$ cat src/rtl/multi.sv
// -----------------------------------------------------------------------------
// multi: 32x32 signed sequential multiplier, 64-bit signed product.
// One radix-2 shift/add step per clock for exactly 32 clocks, so the latency
// does not depend on the operand values.
// The multiplier's sign bit carries weight -2^31 in two's complement.
// For that reason the final step subtracts its partial product instead of
// adding it, and no correction step is needed afterwards.
// -----------------------------------------------------------------------------
module multi (
  input  logic        clock,
  input  logic        reset,
  input  logic [31:0] mlier,
  input  logic [31:0] mcand,
  output logic [63:0] prodt,
  input  logic        start,
  output logic        valid
);

  typedef enum logic [1:0] {
    IDLE = 2'd0,
    BUSY = 2'd1,
    DONE = 2'd2
  } state_t;

  state_t      state;
  logic [31:0] mlier_sh;   // captured multiplier, shifted right one bit per step
  logic [63:0] mcand_sh;   // sign-extended multiplicand, shifted left one bit per step
  logic [63:0] acc;        // running partial sum
  logic [4:0]  count;      // index of the step being performed (0..31)
  logic        last_step;
  logic [63:0] acc_next;

  // Partial product for one step.
  // It is zero when the multiplier bit is clear.
  // It is negated on the sign-bit step because that bit weighs -2^31.
  function automatic logic [63:0] partial_product(
    input logic        bit_set,
    input logic        negate,
    input logic [63:0] shifted_mcand
  );
    logic [63:0] term;
    if (!bit_set) begin
      term = 64'd0;
    end else if (negate) begin
      term = 64'd0 - shifted_mcand;
    end else begin
      term = shifted_mcand;
    end
    return term;
  endfunction

  // Next accumulator value: the current sum plus this step's partial product.
  always_comb begin
    last_step = 1'b0;
    acc_next  = acc;
    if (count == 5'd31) begin
      last_step = 1'b1;
    end else begin
      last_step = 1'b0;
    end
    acc_next = acc + partial_product(mlier_sh[0], last_step, mcand_sh);
  end

  // Control FSM together with the datapath registers and the registered outputs.
  always_ff @(posedge clock or negedge reset) begin
    if (!reset) begin
      state    <= IDLE;
      mlier_sh <= 32'd0;
      mcand_sh <= 64'd0;
      acc      <= 64'd0;
      count    <= 5'd0;
      prodt    <= 64'd0;
      valid    <= 1'b0;
    end else begin
      case (state)
        IDLE: begin
          valid <= 1'b0;
          if (start) begin
            // Capture the operands here; the inputs are not looked at again
            // until the next request.
            mlier_sh <= mlier;
            mcand_sh <= {{32{mcand[31]}}, mcand};
            acc      <= 64'd0;
            count    <= 5'd0;
            state    <= BUSY;
          end else begin
            state <= IDLE;
          end
        end
        BUSY: begin
          // start is deliberately ignored here, so a request cannot be aborted.
          acc      <= acc_next;
          mlier_sh <= {1'b0, mlier_sh[31:1]};
          mcand_sh <= {mcand_sh[62:0], 1'b0};
          count    <= count + 5'd1;
          if (last_step) begin
            prodt <= acc_next;
            valid <= 1'b1;
            state <= DONE;
          end else begin
            state <= BUSY;
          end
        end
        DONE: begin
          // Hold the result until the requester drops start. That keeps a
          // start level that is still high from launching a second operation.
          if (!start) begin
            valid <= 1'b0;
            state <= IDLE;
          end else begin
            valid <= 1'b1;
            state <= DONE;
          end
        end
        default: begin
          valid <= 1'b0;
          state <= IDLE;
        end
      endcase
    end
  end

endmodule

$ cat config.mk
export PLATFORM = sky130hd
export DESIGN_NAME = multi
export DESIGN_NICKNAME = d
export VERILOG_FILES = /design/src/rtl/multi.sv
export SDC_FILE = /design/constraint.sdc
export NUM_CORES = 1
export LEC_CHECK = 0
export BUFFER_PORTS_ARGS = -buffer_cell sky130_fd_sc_hd__clkbuf_2
export CORE_MARGIN = 4
export CORE_UTILIZATION = 50
export DETAILED_ROUTE_END_ITERATION = 16
export PLACE_DENSITY = 0.65
export SETUP_SLACK_MARGIN = 0.4
export SLEW_MARGIN = 20
export SYNTH_ARGS = -nofsm -noshare
export SYNTH_HDL_FRONTEND = slang
export SYNTH_SLANG_ARGS = --single-unit
$ cat constraint.sdc
create_clock -name clock -period 7.4 [get_ports clock]
set_clock_uncertainty 0.2 [all_clocks]
set_input_delay 2.22 -clock clock [delete_from_list [all_inputs] [get_ports clock]]
set_output_delay 2.22 -clock clock [all_outputs]
set_load 0.05 [all_outputs]
* Yosys cells after proc, flatten, opt, wreduce, memory -nomap -nowiden
Index checks and enable logic that the tools add are counted.
Word-level totals: register bits 232, bits of input ports 67, output and inout port bits 65, logic and storage cells 37
Cells by class: add/sub/neg operators 3, eq/ne operators 5, mux-type cells 18, reduce and logical (&&, ||, !) cells 4
Operator list (number):
- two-way mux 64 bit | 4
- one-hot mux 64 bit (2 select lines) | 2
- adder 64 bit | 1
- one-hot mux 32 bit (2 select lines) | 1
- subtractor 1 x 64 -> 64 bit (first input constant) | 1
- two-way mux 32 bit | 1
- one-hot mux 5 bit (2 select lines) | 1
- one-hot mux 2 bit (3 select lines) | 1
- adder 5 x 1 -> 5 bit (second input constant) | 1
- equality test 5 bit (second input constant) | 1
- two-way mux 5 bit | 1
- two-way mux 1 bit | 4
- two-way mux 2 bit | 2
- != test 2 bit (second input constant) | 2
- AND reduction 2 bit | 2
- equality test 2 x 1 -> 1 bit (second input constant) | 1
- equality test 2 bit (second input constant) | 1
- zero test 2 bit | 1
- one-hot mux 1 bit (2 select lines) | 1
- nonzero test 2 bit | 1

* Longest topological paths before layout
depth in word-level cells 6, mapped depth 25, mapped depth without buffers 24

* Worst setup path after synthesis
No wires, ideal clock.
path type reg2reg, start point register mcand_sh[3], end point register prodt[56], library setup time 0.125 ns, arrival 4.989 ns, data required time 7.075 ns, setup slack 2.086 ns, cell stages (with the launch flop) 23, path buffers 1, period minus slack after synthesis 5.314 ns, cells stage by stage dfrtp_1 or3_4 or3_1 nor2_1 nand3_1 or4_1 or2_1 o21ai_2 o21a_1 xnor2_1 and2_1 ha_1 clkbuf_1 nand2_1 nor3_1 a221oi_1 o21ai_0 a211o_1 a41oi_2 o21ai_1 a221oi_1 xnor2_1 mux2_2
On the way: word-level cells in the longest chain between the ends 4
RTL lines:
- from (decl) | line 27 | logic [63:0] mcand_sh;
- from (signal assigned) | line 82 | mcand_sh <= {{32{mcand[31]}}, mcand};
- from (signal assigned) | line 94 | mcand_sh <= {mcand_sh[62:0], 1'b0};
- subtractor 1 x 64 -> 64 bit | line 45 | term = 64'd0 - shifted_mcand;
- two-way mux 64 bit * | line 44 | end else if (negate) begin
- two-way mux 64 bit * | line 42 | if (!bit_set) begin
- adder 64 bit * | line 61 | acc_next = acc + partial_product(mlier_sh[0], last_step, mcand_sh);
- to (signal assigned) | line 97 | prodt <= acc_next;
- to (decl) | line 14 | output logic [63:0] prodt,
Mark *: on every way between the ends. The rest lies on a longest branch, timed or not. A chain may end at the register's enable or synchronous reset.

* Worst setup path in the final report
Same ends and word-level chain as after synthesis.

==> metrics.txt <==
Synth Net Count=around 1800; diode count=0; slowest stage cell, crit path=nor3_1; vias in the first global route=between 10000 and 15000; P&R area growth vs syn=12.5%; number of fill cells=roughly 2600; Post-synth EDFFs=0; fmax=about 0.16 GHz; Synth Cell Area=roughly 15000 um2; DR WL/cell=roughly 18 um; DP Cell Count=~2000; Initial Util=roughly 51%; clock slew at reported path FFs=about 0.06 ns; post_cts resized=0; Internal Power=~4.2 mW; die area=~32000 um2; Worst setup EP type=flip-flop; fin crit share=84.8%; Final nets=about 1800; Psw=3.61 mW; ranking of synthesized cells by area=dfrtp_1 (40%), ha_1 (6.0%), xnor2_1 (5.4%); Rows=62; flop and latch count out of synthesis=around 230; hold_buf cts=0; Worst-Margin Slew=1.04 ns; Power per Cell Area=between 400 and 500 nW/um2; CTS buffer count=27; CP bufs+invs=0; Worst Setup Start Kind=flip-flop; Clk pwr share=between 10% and 20%; CTS tree=built; area leader, netlist=dfrtp_1; first-pass GRT wire length=62100 um; Final setup viols=0; Setup Buffers After CTS=0; number of H-tree levels=1; via-per-instance ratio=a little under 6; post-route DRC violation count=0; final setup TNS=0 ns; critical path class=reg2reg; min Tclk post-route=~6.3 ns; TritonCTS Sinks=around 230; pin count of the biggest net entering global routing=between 100 and 150; CP Cell Sequence=or3_4 > or3_1 > nor2_1 > nand3_1 > or4_1 > or2_1 > o21ai_2 > o21a_1 > xnor2_1 > and2_1 > ha_1 > nand2_1 > nor3_1 > a221oi_1 > o21ai_0 > a211o_1 > a41oi_2 > o21ai_1 > a221oi_1 > xnor2_1 > mux2_2; GRT Total Usage=between 20% and 30%; register area share after synthesis=39.7%; leakage power=7.63 nW; slew margin rel.=around 31%; Hold Slack=between 0.2 and 0.3 ns; 1st-iter DRT viols=between 900 and 1000; Hold Crit Class=reg2reg; worst path arrival time=approximately 6.5 ns; port bufs=between 100 and 150; Worst VDD drop=~0.23 mV; Antenna Nets Post-Route=0; combinational share of power=54.2%; CTS root buffer=clkbuf_16; most frequent cells after synthesis=dfrtp_1 (232), nand2_1 (153), nor2_1 (113), o21ai_0 (108), a21oi_1 (107); outcome=completed; # Max-Cap Violations=0; top cell type's share of synthesized area=between 30% and 40%; HPWL Detailed=26300 um; initial antenna violation count=0; Mean Syn Cell Area=around 9 um2; Pins Over Slew Limit=0; Routed WL=about 38000 um; later-pin clock latency in the skew report=approximately 0.54 ns; Mapped Cells=about 1600; core region area=around 29000 um2; post-synthesis cell type count=65; RSZ-0062 raised after global routing=false; Die Height=roughly 180 um; Crit path max-delay family=simple AND/OR/NAND/NOR gates; switching fraction of total power=between 40% and 50%; Die W=roughly 180 um; synth warn=0; crit-path max cell delay=approximately 0.57 ns; Synth Flop Type=dfrtp_1; Congestion Overflow GR=0; count leader, synth=dfrtp_1; WP data required=7.61 ns; Seq pwr share=28.3%; via count=about 12000; DRT Pass-1 Iters=5; fraction of layout cells with a size suffix above 1=around 16%; Ports=132; worst-path fanout max=7; final RePlAce weighted congestion=approximately 0.9; Hold Fails Final Rpt=0; asr flop ratio synth=between 90% and 100%; Non-Filler Instances=between 2000 and 2500; Bufs on Longest Clock Path=3
flip-flops by register name, summed over array words and instances (netlist names):
name and flops:
mlier_sh 32, prodt 64, mcand_sh 64, count 5
valid 1, acc 64, state 2
area by class of cell:
type / instances / area (um2) / area share (%)
clock buffer: 38 / 777 / 4.72
clock inverter: 10 / 133 / 0.806
inverter: 18 / 67.6 / 0.411
multi-input combinational: 1262 / 8380 / 50.9
sequential: 232 / 5810 / 35.3
tap: 384 / 480 / 2.92
timing repair buffer: 148 / 806 / 4.90
routing by layer:
layer | vias up | global-route usage (%) | wire (um)
li1 | 5957 | - | -
met1 | 5888 | 34.5 | 18200
met2 | 289 | 36.9 | 16800
met3 | 63 | 3.35 | 2060
met4 | 0 | 5.47 | 805
met5 | - | 0 | 0
metrics by stage:
step                utilization [%]  area (um2)  setup slack [ns]  power (mW)
finish                         57.1       16400              1.12        7.83
global route                   57.1       16400             0.819        8.43
CTS                            57.1       16400              1.27        7.87
detailed placement             54.0       15500              1.32        6.46
global placement               54.0       15500              1.43        6.40
floorplan                         -       14600              2.09        5.40
cells in the final DEF, fill, tap and decap left out, types with 6 or more instances in the layout:
master | Yosys | final
nand3_1 | 77 | 77
nand2b_1 | 11 | 11
or3_1 | 14 | 14
o21ai_0 | 108 | 107
a22oi_1 | 32 | 32
a221oi_1 | 6 | 6
clkbuf_16 | 0 | 27
o31ai_1 | 17 | 17
nor3_1 | 10 | 10
o22ai_1 | 31 | 31
nand4_1 | 24 | 24
nand2_1 | 153 | 151
clkbuf_2 | 0 | 130
a21oi_1 | 107 | 107
or2_2 | 7 | 7
xnor2_1 | 90 | 90
inv_1 | 18 | 18
a31oi_1 | 6 | 6
a22o_1 | 49 | 49
o21bai_1 | 15 | 15
mux2_2 | 50 | 50
and2_1 | 66 | 65
o41ai_1 | 7 | 7
ha_1 | 70 | 68
buf_4 | 0 | 16
o21a_1 | 10 | 10
clkbuf_8 | 0 | 6
xor2_1 | 34 | 34
nor2b_1 | 35 | 34
or4_1 | 7 | 7
nor4_1 | 8 | 8
a21o_1 | 40 | 40
dfrtp_1 | 232 | 232
o21ai_1 | 7 | 7
a211oi_1 | 8 | 8
nor2_1 | 113 | 112
kinds of logic after synthesis:
family,count (synthesis),synth area share [%]
AOI/OAI and AO/OA,468,20.8
xor gates and xnor gates,124,7.43
adders and majority gates,71,6.13
buffers and inverters,125,3.22
DFF,232,39.7
muxes,52,3.99
and+or+nand+nor,547,18.7
final timing paths:
path,from,to,slack (ns),cells past startpoint
worst max-delay path,mcand_sh[3],prodt[56],1.12,21
worst min-delay path,prodt[54],prodt[54],0.28,2
max in group asynchronous,reset,prodt[57],4.27,2
worst max register to register,mcand_sh[3],prodt[56],1.12,21
min in group asynchronous,reset,acc[18],1.47,1
worst min register to register,prodt[54],prodt[54],0.28,2
worst min-delay path, stage by stage (launching register included):
cell	delay (ns)
dfrtp_1	0.34
nand2_1	0.05
o21ai_0	0.06
power groups by stage:
stage / combinational [mW] / clock, mW / sequential, mW
after floorplan: 2.93 / 0 / 2.47
after global placement: 4.18 / 0 / 2.22
final: 4.25 / 1.37 / 2.22
after CTS: 4.25 / 1.40 / 2.22
after global routing: 4.70 / 1.44 / 2.29
after detailed placement: 4.24 / 0 / 2.23
Power figures use the tool's default switching activity.
